--- config.mk ---
export PLATFORM = sky130hd
export DESIGN_NAME = alu_exec_unit_flat
export DESIGN_NICKNAME = d
export VERILOG_FILES = /design/src/rtl/alu_exec_unit_if.sv /design/src/rtl/alu_exec_unit.sv /design/src/flat_wrapper.sv
export SDC_FILE = /design/constraint.sdc
export NUM_CORES = 1
export LEC_CHECK = 0
export CAP_MARGIN = 5
export CELL_PAD_IN_SITES_DETAIL_PLACEMENT = 2
export CELL_PAD_IN_SITES_GLOBAL_PLACEMENT = 2
export CORE_MARGIN = 2
export CORE_UTILIZATION = 35
export CTS_CLUSTER_DIAMETER = 80
export DETAILED_ROUTE_END_ITERATION = 10
export GPL_TIMING_DRIVEN = 0
export PLACE_DENSITY = 0.83
export SLEW_MARGIN = 20
export SYNTH_ARGS = -nofsm -noshare
export SYNTH_HDL_FRONTEND = slang
export SYNTH_SLANG_ARGS = --single-unit
--- constraint.sdc ---
create_clock -name clk -period 12.5 [get_ports clk]
set_input_delay 2.5 -clock clk [delete_from_list [all_inputs] [get_ports clk]]
set_output_delay 2.5 -clock clk [all_outputs]
set_load 0.01 [all_outputs]
--- src/rtl/alu_exec_unit_if.sv ---
`default_nettype none
// ============================================================================
// Module      : alu_exec_unit_if
// Description : Request/response bundle between the register-read stage and
//               the ALU execution unit. The requester drives the operation
//               and operands; the unit returns decode, result and HI/LO.
// Revision    : 1.0 - initial release
// ============================================================================
interface alu_exec_unit_if #(
    parameter int WIDTH = 32,
    parameter int SHW   = $clog2(WIDTH)
);
    logic             in_valid;
    logic             in_ready;
    logic [2:0]       ALUOp;
    logic [5:0]       ALUFunction;
    logic [WIDTH-1:0] A;
    logic [WIDTH-1:0] B;
    logic [SHW-1:0]   shamt;
    logic [3:0]       ALUOperation;
    logic             out_valid;
    logic [WIDTH-1:0] result;
    logic             zero;
    logic             err;
    logic [WIDTH-1:0] hi;
    logic [WIDTH-1:0] lo;

    modport master (
        output in_valid, ALUOp, ALUFunction, A, B, shamt,
        input  in_ready, ALUOperation, out_valid, result, zero, err, hi, lo
    );

    modport slave (
        input  in_valid, ALUOp, ALUFunction, A, B, shamt,
        output in_ready, ALUOperation, out_valid, result, zero, err, hi, lo
    );
endinterface
`default_nettype wire

--- src/rtl/alu_exec_unit.sv ---
`default_nettype none
// ============================================================================
// Module      : alu_exec_unit
// Description : MIPS ALU execution unit. Decodes ALUOp/ALUFunction, executes
//               single-cycle operations with a registered result, and runs
//               unsigned multiply/divide iteratively into HI/LO.
// Revision    : 1.0 - initial release
// ============================================================================
module alu_exec_unit #(
    parameter int WIDTH = 32,
    parameter int SHW   = $clog2(WIDTH)
) (
    input  wire logic       clk,
    input  wire logic       reset,
    alu_exec_unit_if.slave  bus
);

    localparam logic [3:0] c_OP_AND   = 4'b0000;
    localparam logic [3:0] c_OP_OR    = 4'b0001;
    localparam logic [3:0] c_OP_NOR   = 4'b0010;
    localparam logic [3:0] c_OP_ADD   = 4'b0011;
    localparam logic [3:0] c_OP_SUB   = 4'b0100;
    localparam logic [3:0] c_OP_SLL   = 4'b0101;
    localparam logic [3:0] c_OP_SRL   = 4'b0110;
    localparam logic [3:0] c_OP_LUI   = 4'b0111;
    localparam logic [3:0] c_OP_INV   = 4'b1001;
    localparam logic [3:0] c_OP_MULTU = 4'b1010;
    localparam logic [3:0] c_OP_DIVU  = 4'b1011;
    localparam logic [3:0] c_OP_MFHI  = 4'b1100;
    localparam logic [3:0] c_OP_MFLO  = 4'b1101;

    localparam logic [SHW:0] c_CNT_ONE  = (SHW+1)'(1);
    localparam logic [SHW:0] c_CNT_DONE = (SHW+1)'(WIDTH);

    typedef enum logic [1:0] {
        IDLE = 2'd0,
        MUL  = 2'd1,
        DIV  = 2'd2
    } state_t;

    state_t             r_state;
    logic [SHW:0]       r_cnt;
    logic [2*WIDTH-1:0] r_prod;
    logic [WIDTH-1:0]   r_mcand;
    logic [WIDTH-1:0]   r_rem;
    logic [WIDTH-1:0]   r_quot;
    logic [WIDTH-1:0]   r_dvsr;
    logic               r_out_valid;
    logic [WIDTH-1:0]   r_result;
    logic               r_zero;
    logic               r_err;
    logic [WIDTH-1:0]   r_hi;
    logic [WIDTH-1:0]   r_lo;

    logic [3:0]         w_op;
    logic               w_ready;
    logic               w_accept;
    logic [WIDTH-1:0]   w_sc_result;
    logic               w_sc_err;
    logic               w_sc_wr_hilo;
    logic [WIDTH-1:0]   w_sc_hi;
    logic [WIDTH-1:0]   w_sc_lo;
    logic [WIDTH:0]     w_mul_sum;
    logic [2*WIDTH-1:0] w_prod_next;
    logic [WIDTH:0]     w_rem_sh;
    logic               w_rem_ge;
    logic [WIDTH-1:0]   w_rem_next;
    logic [WIDTH-1:0]   w_quot_next;
    logic [SHW:0]       w_cnt_next;
    logic               w_last;

    assign w_ready  = (r_state == IDLE);
    assign w_accept = bus.in_valid && w_ready;

    assign bus.in_ready     = w_ready;
    assign bus.ALUOperation = w_op;
    assign bus.out_valid    = r_out_valid;
    assign bus.result       = r_result;
    assign bus.zero         = r_zero;
    assign bus.err          = r_err;
    assign bus.hi           = r_hi;
    assign bus.lo           = r_lo;

    // Decode the operation class and function field into the ALU operation code.
    always_comb begin
        w_op = c_OP_INV;
        casez ({bus.ALUOp, bus.ALUFunction})
            9'b111_100100: w_op = c_OP_AND;
            9'b111_100101: w_op = c_OP_OR;
            9'b111_100111: w_op = c_OP_NOR;
            9'b111_100000: w_op = c_OP_ADD;
            9'b111_100010: w_op = c_OP_SUB;
            9'b111_000000: w_op = c_OP_SLL;
            9'b111_000010: w_op = c_OP_SRL;
            9'b111_011001: w_op = c_OP_MULTU;
            9'b111_011011: w_op = c_OP_DIVU;
            9'b111_010000: w_op = c_OP_MFHI;
            9'b111_010010: w_op = c_OP_MFLO;
            9'b100_??????: w_op = c_OP_ADD;
            9'b101_??????: w_op = c_OP_OR;
            9'b110_??????: w_op = c_OP_AND;
            9'b001_??????: w_op = c_OP_LUI;
            9'b010_??????: w_op = c_OP_ADD;
            default:       w_op = c_OP_INV;
        endcase
    end

    // Results of every operation that completes in the accept cycle.
    always_comb begin
        w_sc_result  = '0;
        w_sc_err     = 1'b0;
        w_sc_wr_hilo = 1'b0;
        w_sc_hi      = r_hi;
        w_sc_lo      = r_lo;
        case (w_op)
            c_OP_AND:   w_sc_result = bus.A & bus.B;
            c_OP_OR:    w_sc_result = bus.A | bus.B;
            c_OP_NOR:   w_sc_result = ~(bus.A | bus.B);
            c_OP_ADD:   w_sc_result = bus.A + bus.B;
            c_OP_SUB:   w_sc_result = bus.A - bus.B;
            c_OP_SLL:   w_sc_result = bus.B << bus.shamt;
            c_OP_SRL:   w_sc_result = bus.B >> bus.shamt;
            c_OP_LUI:   w_sc_result = {bus.B[WIDTH/2-1:0], {(WIDTH/2){1'b0}}};
            c_OP_MFHI:  w_sc_result = r_hi;
            c_OP_MFLO:  w_sc_result = r_lo;
            c_OP_MULTU: w_sc_result = '0;
            // Only the divide-by-zero case finishes here: saturated quotient, dividend as remainder.
            c_OP_DIVU: begin
                w_sc_result  = '1;
                w_sc_wr_hilo = 1'b1;
                w_sc_hi      = bus.A;
                w_sc_lo      = '1;
            end
            default:    w_sc_err = 1'b1;
        endcase
    end

    // One iteration of shift-add multiply and restoring divide, plus the shared counter.
    always_comb begin
        w_mul_sum   = {1'b0, r_prod[2*WIDTH-1:WIDTH]} + (r_prod[0] ? {1'b0, r_mcand} : '0);
        w_prod_next = {w_mul_sum, r_prod[WIDTH-1:1]};
        w_rem_sh    = {r_rem, r_quot[WIDTH-1]};
        w_rem_ge    = (w_rem_sh >= {1'b0, r_dvsr});
        w_rem_next  = w_rem_ge ? (w_rem_sh[WIDTH-1:0] - r_dvsr) : w_rem_sh[WIDTH-1:0];
        w_quot_next = {r_quot[WIDTH-2:0], w_rem_ge};
        w_cnt_next  = r_cnt + c_CNT_ONE;
        w_last      = (w_cnt_next == c_CNT_DONE);
    end

    // Control FSM with registered result, flags and HI/LO.
    always_ff @(posedge clk or posedge reset) begin
        if (reset) begin
            r_state     <= IDLE;
            r_cnt       <= '0;
            r_prod      <= '0;
            r_mcand     <= '0;
            r_rem       <= '0;
            r_quot      <= '0;
            r_dvsr      <= '0;
            r_out_valid <= 1'b0;
            r_result    <= '0;
            r_zero      <= 1'b0;
            r_err       <= 1'b0;
            r_hi        <= '0;
            r_lo        <= '0;
        end else begin
            r_out_valid <= 1'b0;
            case (r_state)
                IDLE: begin
                    if (w_accept) begin
                        if (w_op == c_OP_MULTU) begin
                            r_state <= MUL;
                            r_cnt   <= '0;
                            r_prod  <= {{WIDTH{1'b0}}, bus.B};
                            r_mcand <= bus.A;
                        end else if ((w_op == c_OP_DIVU) && (bus.B != '0)) begin
                            r_state <= DIV;
                            r_cnt   <= '0;
                            r_rem   <= '0;
                            r_quot  <= bus.A;
                            r_dvsr  <= bus.B;
                        end else begin
                            r_out_valid <= 1'b1;
                            r_result    <= w_sc_result;
                            r_zero      <= (w_sc_result == '0);
                            r_err       <= w_sc_err;
                            if (w_sc_wr_hilo) begin
                                r_hi <= w_sc_hi;
                                r_lo <= w_sc_lo;
                            end
                        end
                    end
                end
                MUL: begin
                    r_prod <= w_prod_next;
                    r_cnt  <= w_cnt_next;
                    if (w_last) begin
                        r_state     <= IDLE;
                        r_cnt       <= '0;
                        r_out_valid <= 1'b1;
                        r_hi        <= w_prod_next[2*WIDTH-1:WIDTH];
                        r_lo        <= w_prod_next[WIDTH-1:0];
                        r_result    <= w_prod_next[WIDTH-1:0];
                        r_zero      <= (w_prod_next[WIDTH-1:0] == '0);
                        r_err       <= 1'b0;
                    end
                end
                DIV: begin
                    r_rem  <= w_rem_next;
                    r_quot <= w_quot_next;
                    r_cnt  <= w_cnt_next;
                    if (w_last) begin
                        r_state     <= IDLE;
                        r_cnt       <= '0;
                        r_out_valid <= 1'b1;
                        r_hi        <= w_rem_next;
                        r_lo        <= w_quot_next;
                        r_result    <= w_quot_next;
                        r_zero      <= (w_quot_next == '0);
                        r_err       <= 1'b0;
                    end
                end
                default: r_state <= IDLE;
            endcase
        end
    end

endmodule
`default_nettype wire

--- src/flat_wrapper.sv ---
// flat-port wrapper written by rule: the top's interface ports become plain ports
module alu_exec_unit_flat 
#(
    parameter int WIDTH = 32,
    parameter int SHW   = $clog2(WIDTH)
)
  (clk, reset, bus_in_valid, bus_ALUOp, bus_ALUFunction, bus_A, bus_B, bus_shamt, bus_in_ready, bus_ALUOperation, bus_out_valid, bus_result, bus_zero, bus_err, bus_hi, bus_lo);
  alu_exec_unit_if #(.WIDTH(WIDTH), .SHW(SHW)) bus_i ();
  input  wire logic clk;
  input  wire logic reset;
  input wire logic [$bits(bus_i.in_valid)-1:0] bus_in_valid;
  input wire logic [$bits(bus_i.ALUOp)-1:0] bus_ALUOp;
  input wire logic [$bits(bus_i.ALUFunction)-1:0] bus_ALUFunction;
  input wire logic [$bits(bus_i.A)-1:0] bus_A;
  input wire logic [$bits(bus_i.B)-1:0] bus_B;
  input wire logic [$bits(bus_i.shamt)-1:0] bus_shamt;
  output wire logic [$bits(bus_i.in_ready)-1:0] bus_in_ready;
  output wire logic [$bits(bus_i.ALUOperation)-1:0] bus_ALUOperation;
  output wire logic [$bits(bus_i.out_valid)-1:0] bus_out_valid;
  output wire logic [$bits(bus_i.result)-1:0] bus_result;
  output wire logic [$bits(bus_i.zero)-1:0] bus_zero;
  output wire logic [$bits(bus_i.err)-1:0] bus_err;
  output wire logic [$bits(bus_i.hi)-1:0] bus_hi;
  output wire logic [$bits(bus_i.lo)-1:0] bus_lo;
  assign bus_i.in_valid = bus_in_valid;
  assign bus_i.ALUOp = bus_ALUOp;
  assign bus_i.ALUFunction = bus_ALUFunction;
  assign bus_i.A = bus_A;
  assign bus_i.B = bus_B;
  assign bus_i.shamt = bus_shamt;
  assign bus_in_ready = bus_i.in_ready;
  assign bus_ALUOperation = bus_i.ALUOperation;
  assign bus_out_valid = bus_i.out_valid;
  assign bus_result = bus_i.result;
  assign bus_zero = bus_i.zero;
  assign bus_err = bus_i.err;
  assign bus_hi = bus_i.hi;
  assign bus_lo = bus_i.lo;
  alu_exec_unit #(.WIDTH(WIDTH), .SHW(SHW)) u_core (.clk(clk), .reset(reset), .bus(bus_i));
endmodule
==> results.md <==
* Fin crit period at roughly 10000 ps
* FF-to-FF Start: u_core.r_prod[0]$_DFFE_PP0P_
* I/O pins at between 150 and 200
* Gr ovfl total at 0
* WS Path Type: in -> reg
* Ys flop type: dfrtp_1
* Final #Nets at 3516
* Reg2Reg Setup Slack at just under 7000 ps
* Area grow syn2layout at 17.0%
* Syn Inst Count at about 3100
* RSZ-0062 raised after global routing: false
* Vias in the first global route at a little under 30000
* Fin Clk Skew at 30.5 ps
* Clk buf depth at 3
* Final setup viols at 0
* Crit path launch type: primary input
* Post-CTS setup buffers at 0
* Final hold viol count at 0
* Die Wd at 273 µm
* VDD IR-drop max at 0.132 mV
* Synthesized area per cell at 8.14 µm²
* Htree depth at 2
* Distinct cells, synth at between 90 and 100
* Via count at roughly 29000
* Crit path max-delay family: simple AND/OR/NAND/NOR gates
* Fmax at between 90 and 100 MHz
* YS warnings at 0
* P_leak at 12.7 nW
* Die Height at 273 µm
* Number of synthesized flops with an enable pin at 0
* Status: completed
* HP Class: reg -> reg
* Largest net degree at the start of global routing at between 90 and 100
* Hold path depth at 2
* First-pass GRT wire length at around 230000 µm
* CORE AREA at roughly 0.07 mm²
* Sequential share of the synthesized area at between 20 and 30%
* Reg2reg path depth at 15
* Post-Route Setup TNS at 0 ps
* CP cell instances: clkdlybuf4s50_1 > nor4b_4 > clkbuf_1 > nand3_1 > clkbuf_1 > mux2i_1 > ha_1 > nor2b_1 > o31a_1 > o41a_1 > a221o_1 > a311oi_2 > xor2_1 > o221ai_1 > or4_1 > nor4_1 > nand2_1 > o21ai_1
* Ys async rst share at 100%
* # port buffers at roughly 180
* GRT Util Overall at about 43%
* CP max stage delay at slightly below 900 ps
* Min setup slack post-route at just over 2000 ps
* Flops & latches, synth at roughly 300
* Resized Gates After CTS at 0
* DR pass1 iterations at 7
* WL per Instance at 37.8 µm
* Hold_sp: u_core.bus.result[10]$_DFFE_PP0P_
* Root Buffer: clkbuf_16
* Drc violations at 0
* Synthesized Nets at ~3300
* Starting density of the core at around 35%
* Synthesized cell area at 0.0253 mm²
* Worst R2R End: u_core.bus.hi[31]$_DFFE_PP0P_
* Layout cells sized above 1 at under 10%
* CP most frequent cell: clkbuf_1
* Cell area after layout at about 0.03 mm²
* Buffers & Inverters on Critical Path at 3
* Routed wire length at 163000 µm
* Area after DPL at about 0.028 mm²
* Crit path DAT at between 10000 and 15000 ps
* Worst-Margin Slew at approximately 1300 ps
* Clock Latency Late Sink at ~550 ps
* HPWL Detailed at approximately 130000 µm
* CTS Buf Count at 34
* Row cnt at between 90 and 100
* Clock slew at the register clock pins of the worst setup and hold paths at around 60 ps
* Rel. slew slack at between 10% and 20%
* CP max FO at 10
* Max Slew Vio Count at 0
* Hold Buf Count CTS at 0
* Worst setup EP type: flip-flop
* Dpl ws at slightly below 2000 ps
* DRT antenna net count at 0
* CTS tree: done
* Die footprint at about 0.074 mm²
* Initial antenna violation count at 9
* Tot Pwr at 0.00450 W
* Pwr dens at roughly 150 mW/mm²
* Sink Count at about 300
* Final GP Congestion at 1.04
* Initial drt markers at 3769
* MaxCap Viol Count at 0
* CP max-delay cell: nor4b_4
* Number of vias per cell at just under 7
* Worst path required time at roughly 13000 ps
* Final Cycle Share at a little over four fifths
* Sink of the worst hold path: u_core.bus.result[10]$_DFFE_PP0P_
layout by cell type, fill, tap and decap left out, types with 18 or more instances in the layout:
cell type,instances
a211oi_1,39
a21boi_0,28
a21o_1,65
a21oi_1,194
a31oi_1,21
and2_1,47
and3_1,20
buf_1,18
buf_2,37
clkbuf_1,174
clkbuf_16,35
clkdlybuf4s50_1,176
dfrtp_1,299
ha_1,104
inv_1,81
mux2_2,115
mux2i_1,98
mux4_2,45
nand2_1,504
nand3_1,92
nand4_1,30
nor2_1,194
nor2b_1,20
nor3_1,66
nor4_1,25
o211ai_1,21
o21ai_0,281
o21ai_1,40
o22ai_1,24
o31ai_1,23
xnor2_1,61
xor2_1,32
cells in the mapped netlist (45+ instances only):
| cell | count | area, µm² |
|---|---|---|
| dfrtp_1 | 299 | 7480 |
| nor2_1 | 194 | 728 |
| nor3_1 | 67 | 335 |
| mux2_2 | 115 | 1290 |
| clkbuf_1 | 171 | 642 |
| mux2i_1 | 99 | 991 |
| and2_1 | 47 | 294 |
| a21oi_1 | 194 | 971 |
| xnor2_1 | 61 | 534 |
| o21ai_0 | 282 | 1410 |
| ha_1 | 104 | 1300 |
| inv_1 | 82 | 308 |
| a21o_1 | 65 | 488 |
| nand2_1 | 504 | 1890 |
| nand3_1 | 92 | 460 |
| mux4_2 | 45 | 1010 |
power by group:
group	total [W]	switching, W	leakage (nW)	internal [W]
sequential	0.00148	0.000301	3.94	0.00118
clock	0.00109	0.000451	0.558	0.000639
combinational	0.00193	0.00123	8.23	0.000694
worst max path at each step:
| stage | start | to | slack [ps] | cells past startpoint |
|---|---|---|---|---|
| final | bus_ALUFunction[0] | u_core.bus.zero$_DFFE_PP0P_ | 2060 | 18 |
| after global routing | bus_ALUFunction[0] | u_core.bus.zero$_DFFE_PP0P_ | 2250 | 18 |
| after CTS | bus_ALUFunction[0] | u_core.bus.result[29]$_DFFE_PP0P_ | 2370 | 18 |
| after detailed placement | bus_ALUFunction[0] | u_core.bus.result[29]$_DFFE_PP0P_ | 1980 | 18 |
| after global placement | reset | u_core.r_prod[59]$_DFFE_PP0P_ | -2360 | 2 |
| after floorplan | reset | u_core.bus.err$_DFFE_PP0P_ | 1740 | 1 |
logic make-up after synthesis:
group                    after synthesis  synth area share [%]
AND/OR/NAND/NOR                     1085                  19.8
AO/OA/AOI/OAI                        949                  24.1
buffers and inverters                313                  4.87
flip-flops                           299                  29.6
multiplexers                         261                  13.1
adder cells (fa/ha/maj)              107                  5.38
XOR/XNOR                              93                  3.22
worst reg2reg max path, cell delays in order (launching register included):
cell,delay [ps]
dfrtp_1,640
clkbuf_1,680
and2_1,240
ha_1,230
fa_1,290
a211oi_1,120
o21ai_0,340
a31oi_1,220
a2bb2oi_1,210
o31ai_1,720
o2111ai_1,420
a211oi_1,650
o31a_1,260
o221a_2,200
nor2_1,70
a211oi_1,300
routing by layer:
layer / global-route usage [%] / wire (µm)
met3: 10.6 / 16700
met1: 59.2 / 69400
met5: 0 / 41
met2: 62.8 / 68100
met4: 17.6 / 8270
state kept, by name (all words and copies together) (netlist names):
name / cells
u_core.bus.zero: 1
u_core.r_rem: 32
u_core.r_quot: 32
u_core.bus.err: 1
u_core.r_mcand: 32
u_core.r_state: 2
u_core.bus.out_valid: 1
u_core.bus.result: 32
u_core.r_dvsr: 32
u_core.r_cnt: 6
u_core.r_prod: 64
u_core.bus.lo: 32
u_core.bus.hi: 32
metrics by stage:
step           hold slack, ps  utilization [%]  std cells
2_1_floorplan             442                -       3107
3_3_place_gp              466             39.5       4233
3_5_place_dp              471             39.8       4241
4_1_cts                   484             41.4       4299
5_1_grt                   519             41.4       4300
6_report                  479             41.4       4301
final cells by class:
type / instances / area [µm²]
Clock inverter: 6 / 134
Buffer: 228 / 921
Tap cell: 950 / 1190
Antenna cell: 1 / 2.50
Timing Repair Buffer: 185 / 1900
Sequential cell: 299 / 7480
Fill cell: 8021 / 41900
Clock buffer: 52 / 1010
Multi-Input combinational cell: 2495 / 16600
Inverter: 85 / 327
No activity file was read; power rests on OpenSTA's default activity.
